File: src/rtl/rv32i_pkg.sv
// Shared types for the sequential RV32 M-extension unit: width, op codes
// (identical to instruction funct3) and the visible FSM state.
package rv32i_pkg;

  localparam int XLEN  = 32;
  localparam int CNT_W = $clog2(XLEN);

  typedef enum logic [2:0] {
    OP_MUL    = 3'b000,
    OP_MULH   = 3'b001,
    OP_MULHSU = 3'b010,
    OP_MULHU  = 3'b011,
    OP_DIV    = 3'b100,
    OP_DIVU   = 3'b101,
    OP_REM    = 3'b110,
    OP_REMU   = 3'b111
  } mop_e;

  typedef enum logic [1:0] {
    ST_IDLE = 2'd0,
    ST_CALC = 2'd1,
    ST_FIX  = 2'd2,
    ST_DONE = 2'd3
  } muldiv_state_e;

  function automatic logic op_is_div(input logic [2:0] op);
    return op[2];
  endfunction

  function automatic logic op_a_signed(input logic [2:0] op);
    return (op == OP_MULH) || (op == OP_MULHSU) || (op == OP_DIV) || (op == OP_REM);
  endfunction

  function automatic logic op_b_signed(input logic [2:0] op);
    return (op == OP_MULH) || (op == OP_DIV) || (op == OP_REM);
  endfunction

endpackage

File: src/rtl/muldiv_seq_if.sv
// Request/response bundle between a requester (master) and muldiv_seq (slave).
// Handshake: a transfer happens on a rising edge where valid && ready; once
// valid is raised the payload stays stable until that edge.
interface muldiv_seq_if;
  import rv32i_pkg::*;

  logic            req_valid;
  logic            req_ready;
  logic [2:0]      req_op;
  logic [XLEN-1:0] req_a;
  logic [XLEN-1:0] req_b;
  logic            resp_valid;
  logic            resp_ready;
  logic [XLEN-1:0] resp_result;

  modport master (
    output req_valid, req_op, req_a, req_b, resp_ready,
    input  req_ready, resp_valid, resp_result
  );

  modport slave (
    input  req_valid, req_op, req_a, req_b, resp_ready,
    output req_ready, resp_valid, resp_result
  );
endinterface

File: src/rtl/muldiv_step.sv
// One radix-2 iteration: shift-add multiply on {hi,lo} (multiplier in lo),
// or restoring shift-subtract divide (remainder in hi, dividend/quotient in lo).
module muldiv_step
  import rv32i_pkg::*;
(
  input  logic            i_is_div,
  input  logic [XLEN-1:0] i_hi,
  input  logic [XLEN-1:0] i_lo,
  input  logic [XLEN-1:0] i_opnd,
  output logic [XLEN-1:0] o_hi,
  output logic [XLEN-1:0] o_lo
);

  logic [XLEN:0] w_sum;
  logic [XLEN:0] w_shift;
  logic [XLEN:0] w_diff;

  always_comb begin
    w_sum   = {1'b0, i_hi} + {1'b0, (i_lo[0] ? i_opnd : '0)};
    w_shift = {i_hi, i_lo[XLEN-1]};
    w_diff  = w_shift - {1'b0, i_opnd};
    o_hi    = w_sum[XLEN:1];
    o_lo    = {w_sum[0], i_lo[XLEN-1:1]};
    if (i_is_div) begin
      // Top bit of the difference is the borrow: set means restore.
      if (!w_diff[XLEN]) begin
        o_hi = w_diff[XLEN-1:0];
        o_lo = {i_lo[XLEN-2:0], 1'b1};
      end else begin
        o_hi = w_shift[XLEN-1:0];
        o_lo = {i_lo[XLEN-2:0], 1'b0};
      end
    end
  end

endmodule

File: src/rtl/muldiv_seq.sv
// Sequential RV32 M unit: operands reduced to magnitudes, XLEN radix-2 steps,
// then sign fix and word select. Divide-by-zero / signed overflow may skip CALC.
module muldiv_seq
  import rv32i_pkg::*;
#(
  parameter bit EARLY_OUT = 1'b1
) (
  input  logic          clk,
  input  logic          rst,
  muldiv_seq_if.slave   bus,
  output logic          busy,
  output muldiv_state_e o_dbg_state
);

  muldiv_state_e   r_state, w_next;
  logic [CNT_W-1:0] r_cnt;
  mop_e            r_op;
  logic            r_neg_a, r_neg_b, r_b_zero;
  logic [XLEN-1:0] r_opnd, r_hi, r_lo, r_result;

  logic            w_a_neg, w_b_neg, w_div0, w_ovf, w_early;
  logic [XLEN-1:0] w_mag_a, w_mag_b, w_early_res;
  logic [XLEN-1:0] w_step_hi, w_step_lo, w_quot, w_rem, w_fix_res;
  logic [2*XLEN-1:0] w_prod, w_prod_fix;

  assign w_a_neg = op_a_signed(bus.req_op) && bus.req_a[XLEN-1];
  assign w_b_neg = op_b_signed(bus.req_op) && bus.req_b[XLEN-1];
  assign w_mag_a = w_a_neg ? -bus.req_a : bus.req_a;
  assign w_mag_b = w_b_neg ? -bus.req_b : bus.req_b;
  assign w_div0  = op_is_div(bus.req_op) && (bus.req_b == '0);
  assign w_ovf   = ((bus.req_op == OP_DIV) || (bus.req_op == OP_REM)) &&
                   (bus.req_a == {1'b1, {(XLEN-1){1'b0}}}) && (bus.req_b == '1);
  assign w_early = EARLY_OUT && (w_div0 || w_ovf);
  // req_op[1] separates REM/REMU from DIV/DIVU among divide ops.
  assign w_early_res = bus.req_op[1] ? (w_div0 ? bus.req_a : '0)
                                     : (w_div0 ? '1 : bus.req_a);

  muldiv_step u_step (
    .i_is_div (op_is_div(r_op)),
    .i_hi     (r_hi),
    .i_lo     (r_lo),
    .i_opnd   (r_opnd),
    .o_hi     (w_step_hi),
    .o_lo     (w_step_lo)
  );

  assign w_prod     = {r_hi, r_lo};
  assign w_prod_fix = (r_neg_a ^ r_neg_b) ? -w_prod : w_prod;
  assign w_quot     = r_b_zero ? '1 : ((r_neg_a ^ r_neg_b) ? -r_lo : r_lo);
  assign w_rem      = r_neg_a ? -r_hi : r_hi;

  always_comb begin
    w_fix_res = '0;
    unique case (r_op)
      OP_MUL:                      w_fix_res = w_prod[XLEN-1:0];
      OP_MULH, OP_MULHSU, OP_MULHU: w_fix_res = w_prod_fix[2*XLEN-1:XLEN];
      OP_DIV, OP_DIVU:             w_fix_res = w_quot;
      default:                     w_fix_res = w_rem;
    endcase
  end

  always_ff @(posedge clk or posedge rst) begin
    if (rst) r_state <= ST_IDLE;
    else     r_state <= w_next;
  end

  always_comb begin
    w_next = r_state;
    unique case (r_state)
      ST_IDLE: if (bus.req_valid) w_next = w_early ? ST_DONE : ST_CALC;
      ST_CALC: if (r_cnt == CNT_W'(XLEN-1)) w_next = ST_FIX;
      ST_FIX:  w_next = ST_DONE;
      default: if (bus.resp_ready) w_next = ST_IDLE;
    endcase
  end

  always_ff @(posedge clk or posedge rst) begin
    if (rst) begin
      r_cnt    <= '0;
      r_op     <= OP_MUL;
      r_neg_a  <= 1'b0;
      r_neg_b  <= 1'b0;
      r_b_zero <= 1'b0;
      r_opnd   <= '0;
      r_hi     <= '0;
      r_lo     <= '0;
      r_result <= '0;
    end else begin
      unique case (r_state)
        ST_IDLE: if (bus.req_valid) begin
          r_op     <= mop_e'(bus.req_op);
          r_neg_a  <= w_a_neg;
          r_neg_b  <= w_b_neg;
          r_b_zero <= w_div0;
          r_cnt    <= '0;
          r_hi     <= '0;
          r_lo     <= op_is_div(bus.req_op) ? w_mag_a : w_mag_b;
          r_opnd   <= op_is_div(bus.req_op) ? w_mag_b : w_mag_a;
          if (w_early) r_result <= w_early_res;
        end
        ST_CALC: begin
          r_hi  <= w_step_hi;
          r_lo  <= w_step_lo;
          r_cnt <= (r_cnt == CNT_W'(XLEN-1)) ? '0 : r_cnt + CNT_W'(1);
        end
        ST_FIX:  r_result <= w_fix_res;
        default: ;
      endcase
    end
  end

  assign bus.req_ready   = (r_state == ST_IDLE);
  assign bus.resp_valid  = (r_state == ST_DONE);
  assign bus.resp_result = r_result;
  assign busy            = (r_state != ST_IDLE);
  assign o_dbg_state     = r_state;

endmodule

File: src/flat_wrapper.sv
// flat-port wrapper written by rule: the top's interface ports become plain ports
module muldiv_seq_flat import rv32i_pkg::*;
#(
  parameter bit EARLY_OUT = 1'b1
)
  (clk, rst, busy, o_dbg_state, bus_req_valid, bus_req_op, bus_req_a, bus_req_b, bus_resp_ready, bus_req_ready, bus_resp_valid, bus_resp_result);
  muldiv_seq_if bus_i ();
  input  logic clk;
  input  logic rst;
  output logic busy;
  output muldiv_state_e o_dbg_state;
  input wire logic [$bits(bus_i.req_valid)-1:0] bus_req_valid;
  input wire logic [$bits(bus_i.req_op)-1:0] bus_req_op;
  input wire logic [$bits(bus_i.req_a)-1:0] bus_req_a;
  input wire logic [$bits(bus_i.req_b)-1:0] bus_req_b;
  input wire logic [$bits(bus_i.resp_ready)-1:0] bus_resp_ready;
  output wire logic [$bits(bus_i.req_ready)-1:0] bus_req_ready;
  output wire logic [$bits(bus_i.resp_valid)-1:0] bus_resp_valid;
  output wire logic [$bits(bus_i.resp_result)-1:0] bus_resp_result;
  assign bus_i.req_valid = bus_req_valid;
  assign bus_i.req_op = bus_req_op;
  assign bus_i.req_a = bus_req_a;
  assign bus_i.req_b = bus_req_b;
  assign bus_i.resp_ready = bus_resp_ready;
  assign bus_req_ready = bus_i.req_ready;
  assign bus_resp_valid = bus_i.resp_valid;
  assign bus_resp_result = bus_i.resp_result;
  muldiv_seq #(.EARLY_OUT(EARLY_OUT)) u_core (.clk(clk), .rst(rst), .bus(bus_i), .busy(busy), .o_dbg_state(o_dbg_state));
endmodule
File: config.mk
export PLATFORM = sky130hd
export DESIGN_NAME = muldiv_seq_flat
export DESIGN_NICKNAME = d
export VERILOG_FILES = /design/src/rtl/rv32i_pkg.sv /design/src/rtl/muldiv_seq_if.sv /design/src/rtl/muldiv_step.sv /design/src/rtl/muldiv_seq.sv /design/src/flat_wrapper.sv
export SDC_FILE = /design/constraint.sdc
export NUM_CORES = 1
export LEC_CHECK = 0
export CORE_MARGIN = 3
export CORE_UTILIZATION = 55
export CTS_CLUSTER_SIZE = 24
export DETAILED_ROUTE_END_ITERATION = 10
export HOLD_SLACK_MARGIN = 0.03
export PLACE_DENSITY = 0.83
export SLEW_MARGIN = 5
export SYNTH_ARGS = -nofsm -noshare
export SYNTH_HDL_FRONTEND = slang
export SYNTH_SLANG_ARGS = --single-unit
File: constraint.sdc
create_clock -name clk -period 5.3 [get_ports clk]
set_input_delay 0.53 -clock clk [delete_from_list [all_inputs] [get_ports clk]]
set_output_delay 0.53 -clock clk [all_outputs]
set_load 0.05 [all_outputs]
; Word level (Yosys, flattened, before mapping)
; Cells that the tools add are included.
[word_totals]
ff_bits = 141
inputBits = 71
out_inout_bits = 37
word_cells = 94
[classes]
addsub = 8
n_eq_ne = 18
mux = 32
n_bitwise = 1
reduce_logical = 25
[op_table]
columns = cell, count
row1 = $mux 32, 18
row2 = $pmux 32 s2, 3
row3 = $neg 32->32, 4
row4 = $pmux 32 s3, 1
row5 = $eq 32x32->1 const B, 2
row6 = $mux 64, 1
row7 = $neg 64->64, 1
row8 = $add 32x32->33, 1
row9 = $sub 33x32->33, 1
row10 = $logic_not 32->1, 1
row11 = $eq 3x3->1 const B, 4
row12 = $mux 5, 2
row13 = $pmux 5 s2, 1
row14 = $eq 3x2->1 const B, 3
row15 = $mux 2, 4
row16 = $logic_or 1x1->1, 7
row17 = $eq 3x1->1 const B, 2
row18 = $pmux 2 s3, 1
row19 = $reduce_and 3->1, 2
row20 = $reduce_bool 2->1, 3
row21 = $add 5x1->5 const B, 1
row22 = $eq 5x5->1 const B, 1
row23 = $logic_and 1x1->1, 5
row24 = $eq 2x2->1 const B, 2
row25 = other kinds (11), 13

; Depth between registers and ports, before layout
[depth]
word_depth = 9
mapped_depth = 14
ltp_nobuf = 13

; By module
; A second synthesis with hierarchy kept.
[unflattened]
cells_unflattened = 2146
area_unflattened_um2 = 16231.8
[by_module_without_submodules]
columns = module, instances, cells_per_inst, area_each_um2, seq_area_each_um2
row1 = muldiv_seq, 1, 1464, 11528.6, 3528.4
row2 = muldiv_step, 1, 682, 4703.3, 0.0

; Worst setup path before layout
; Ideal clock, no wire load.
[synth_path]
path_type = flip-flop to flip-flop
startpoint = register u_core.r_lo[31]
endpoint = register u_core.r_hi[12]
setup_time_ns = 0.118
arrival_time_ns = 3.356
required_ns = 5.182
setup_slack_ns = 1.826
stages_incl_launch_ff = 14
n_path_buf = 1
synth_period_minus_slack_ns = 3.474
cell_sequence = dfrtp_1 -> inv_1 -> ha_1 -> fa_1 -> nand2b_1 -> a21oi_1 -> o21ai_0 -> o21ai_0 -> o21ai_0 -> a211oi_2 -> clkbuf_1 -> mux2i_1 -> a21oi_1 -> a21o_1
[synth_between]
elab_chain_len = 4
[synth_lines]
columns = element, line
row1 = from (decl), muldiv_seq.sv:19  ; logic [XLEN-1:0] r_opnd, r_hi, r_lo, r_result;
row2 = from (signal assigned), muldiv_seq.sv:97  ; r_lo <= op_is_div(bus.req_op) ? w_mag_a : w_mag_b;
row3 = from (signal assigned), muldiv_seq.sv:103  ; r_lo <= w_step_lo;
row4 = $sub 33x32->33, muldiv_step.sv:21  ; w_diff = w_shift - {1'b0, i_opnd};
row5 = $mux 32, muldiv_step.sv:26  ; if (!w_diff[XLEN]) begin
row6 = $mux 32, muldiv_step.sv:24  ; if (i_is_div) begin
row7 = $pmux 32 s2, muldiv_seq.sv:89  ; unique case (r_state)
row8 = to (signal assigned), muldiv_seq.sv:102  ; r_hi <= w_step_hi;
row9 = to (decl), muldiv_seq.sv:19
; Every way passes these cells.
; A chain may end at the register's enable or synchronous reset.

; Worst setup path after layout
[layout_path]
startpoint = register u_core.r_lo[31]
endpoint = register u_core.r_hi[6]
; Same word-level chain as after synthesis.

==> results.toml <==
[clocking]
cts_hold_buf = 0
cts_tree = "yes"
clock-sinks = 141
clkLatencyLatePin_ps = 450
cts-root-buf = "clkbuf_16"
cts_resized = 0
cts_buffers = 17
path_clk_slew_ps = 90
htreeDepth = 4
clockBufferDepth = 2
postCtsSetupBuffers = 0

[timing]
setup-violations-final = 0
layout_min_cycle_time_ps = 4458
finalClockSkew_ps = 21.40
rsz0062_at_grt = "no"
fmax_ghz = 0.2243
hold_viol_final = 0
drv_slew = 0
finalCritPeriodShare_pct = 84.11
slew-limit-headroom_pct = 18.66
worstMarginPinSlew_ps = 1216
fin_setup_tns_ps = 0

[synthesis]
synth_flop_cell = "dfrtp_1"
yosysUniqueCellTypes = 80
postSynthCellCount = 2173
avgSynthCellArea_um2 = 7.211
synth_nets = 2322
synth-edff-count = 0
syn_area_um2 = 15670
ys_warn_count = 0
yosysSeqAreaShare_pct = 22.52
synth_seq_cells = 141
synthArstFlopShare_pct = 100.0

[route]
vias = 17369
dr.pass1.iters = 6
route.met2.wl_um = 25010
viasPerCell = 6.785
drt-met1-wl_um = 24110
wl_per_cell_um = 23.28
routed_wl_um = 59610
first_iter_violations = 2535
ant_nets = 0
routed.top_layer = "met4"
drc_errors = 0
dr_wl_met3_um = 6781

[grt]
grt_overflow = 0
grt_pass1_wl_um = 90940
antenna_found_initial = 1
gr-usage-all-layers_pct = 37.96
grt_max_degree = 120
first_global_vias = 15752

[floorplanning]
die_x_um = 174.8
die-area_um2 = 30550
die_y_um = 174.8
coreArea_um2 = 27930
initial_utilization_pct = 56.10
std_cell_rows = 61
io_pins = 108

[critical_path]
crit_path_max_fanout = 16
critPathLaunchType = "flop"
critPathKind = "flop to flop"
end_kind = "flop"
arrival_ps = 4750
cp.required_ps = 5590

[finish]
post-route-util_pct = 62.68
layout-drive-gt1-share_pct = 5.775
nNetsFinal = 2318
areaGrowthSynthToFinish_pct = 11.75
antenna_cells = 0

[pwr]
irDropWorstVdd_v = 0.0007386
powerDensity_nw_per_um2 = 671.3
power.leakage_nw = 7.151

[place]
gp_congestion = 1.025
numPortBuffers = 107
hpwlAfterDp_um = 45600

[min_path]
hp-class = "flop to flop"

[flow_run]
cap_violations = 0

[status]
status = "finished, final reports clean"
[metrics by stage]
step / instances / setup slack (ps) / hold WS [ps] / instance area [um2] / total power, mW
2_1_floorplan: 2173 / 988.8 / 449.8 / 15670 / 7.808
6_report: 2560 / 842.0 / 488.6 / 17510 / 11.75
3_5_place_dp: 2528 / 985.5 / 470.5 / 16900 / 10.17
4_1_cts: 2560 / 987.1 / 489.8 / 17510 / 11.46
3_3_place_gp: 2528 / 1143 / 463.1 / 16900 / 10.00
5_1_grt: 2560 / 445.0 / 516.3 / 17510 / 12.48
[final cells by class]
type                       count  area, um2
clock inverter                15      190.2
fill                        2597      10420
sequential                   141       3530
multi-input combinational   1790      11260
clock buffer                  17      425.4
timing repair buffer         143       1339
tap                          378      473.0
inverter                      76      290.3
[where the power goes]
| part | internal [mW] | switching (mW) | total, mW |
|---|---|---|---|
| combinational | 2.95 | 5.19 | 8.14 |
| sequential | 1.53 | 0.809 | 2.34 |
| clock | 0.644 | 0.630 | 1.27 |
[Yosys cell counts, drive strengths merged, types with 8 or more instances]
cell type	count	area, um2
nor2	247	927.1
a21oi	237	1186
o21ai	204	1021
nand2	197	739.5
clkbuf	148	555.5
dfrtp	141	3528
xor2	83	727.0
ha	76	950.9
xnor2	76	665.6
inv	75	281.5
nor3	58	295.3
nand3	43	215.2
mux2i	40	400.4
a31oi	36	225.2
a211oi	32	245.2
o31ai	29	222.7
a21o	27	202.7
nand4	27	175.2
nand2b	25	156.4
o211ai	25	187.7
mux2	23	259.0
or3	23	143.9
nor4	22	152.7
a22oi	19	142.6
buf	18	88.83
or4	18	142.6
a221oi	17	148.9
o22ai	16	100.1
maj3	15	150.1
nor2b	15	93.84
and3	13	81.33
o41ai	12	112.6
nor3b	11	82.58
or2	11	68.82
and2	8	50.05
o21a	8	60.06
o221ai	8	70.07
o311ai	8	70.07
[logic make-up after synthesis]
logic type | synth area share [%]
AOI/OAI and AO/OA | 28.79
xor gates and xnor gates | 8.887
adders and majority gates | 7.282
buffers and inverters | 5.933
DFF | 22.52
muxes | 4.208
and+or+nand+nor | 22.38
[worst max-delay path: stages, from the launching register on]
cell and delay, ps:
dfrtp_1 460, inv_1 90, ha_1 240, fa_1 400, nand2b_1 200, a21oi_1 210
o21ai_0 220, o21ai_0 580, o21ai_0 390, a211oi_4 810, buf_4 350, mux2i_1 250
o21ai_0 110
[per-layer routing]
metal / GRT usage (%) / vias to the layer above
li1: - / 7903
met1: 53.63 / 8181
met3: 5.954 / 201
met5: 0 / -
met4: 20.21 / 0
met2: 55.81 / 1084
[cell usage in the layout, fill, tap and decap left out, drive strengths merged, types with 25 or more instances in the layout]
cell type / instances
ha: 76
xor2: 83
nand2: 197
inv: 82
mux2i: 40
a21o: 27
nor3: 58
nand4: 27
o211ai: 25
nor2: 247
a211oi: 32
o31ai: 29
dfrtp: 141
nand3: 43
a21oi: 237
nand2b: 25
buf: 37
xnor2: 76
a31oi: 36
clkdlybuf4s50: 106
o21ai: 204
[flip-flops by register name, summed over array words and instances, names as in the netlist, 2 cells and up]
register and count:
u_core.r_opnd 32, u_core.r_op 3, u_core.r_cnt 5, u_core.o_dbg_state 2, u_core.r_hi 32, u_core.bus.resp_result 32, u_core.r_lo 32
[final timing paths]
kind,endpoint,cells past startpoint,from,slack (ps)
max,u_core.r_hi[6],12,u_core.r_lo[31],840
max in group asynchronous,u_core.r_hi[29],3,rst,3540
min reg2reg,u_core.r_opnd[17],2,u_core.r_opnd[17],490
min,u_core.r_opnd[17],2,u_core.r_opnd[17],490
max reg2reg,u_core.r_hi[6],12,u_core.r_lo[31],840
min in group asynchronous,u_core.r_opnd[13],2,rst,620
Power figures use the tool's default switching activity.
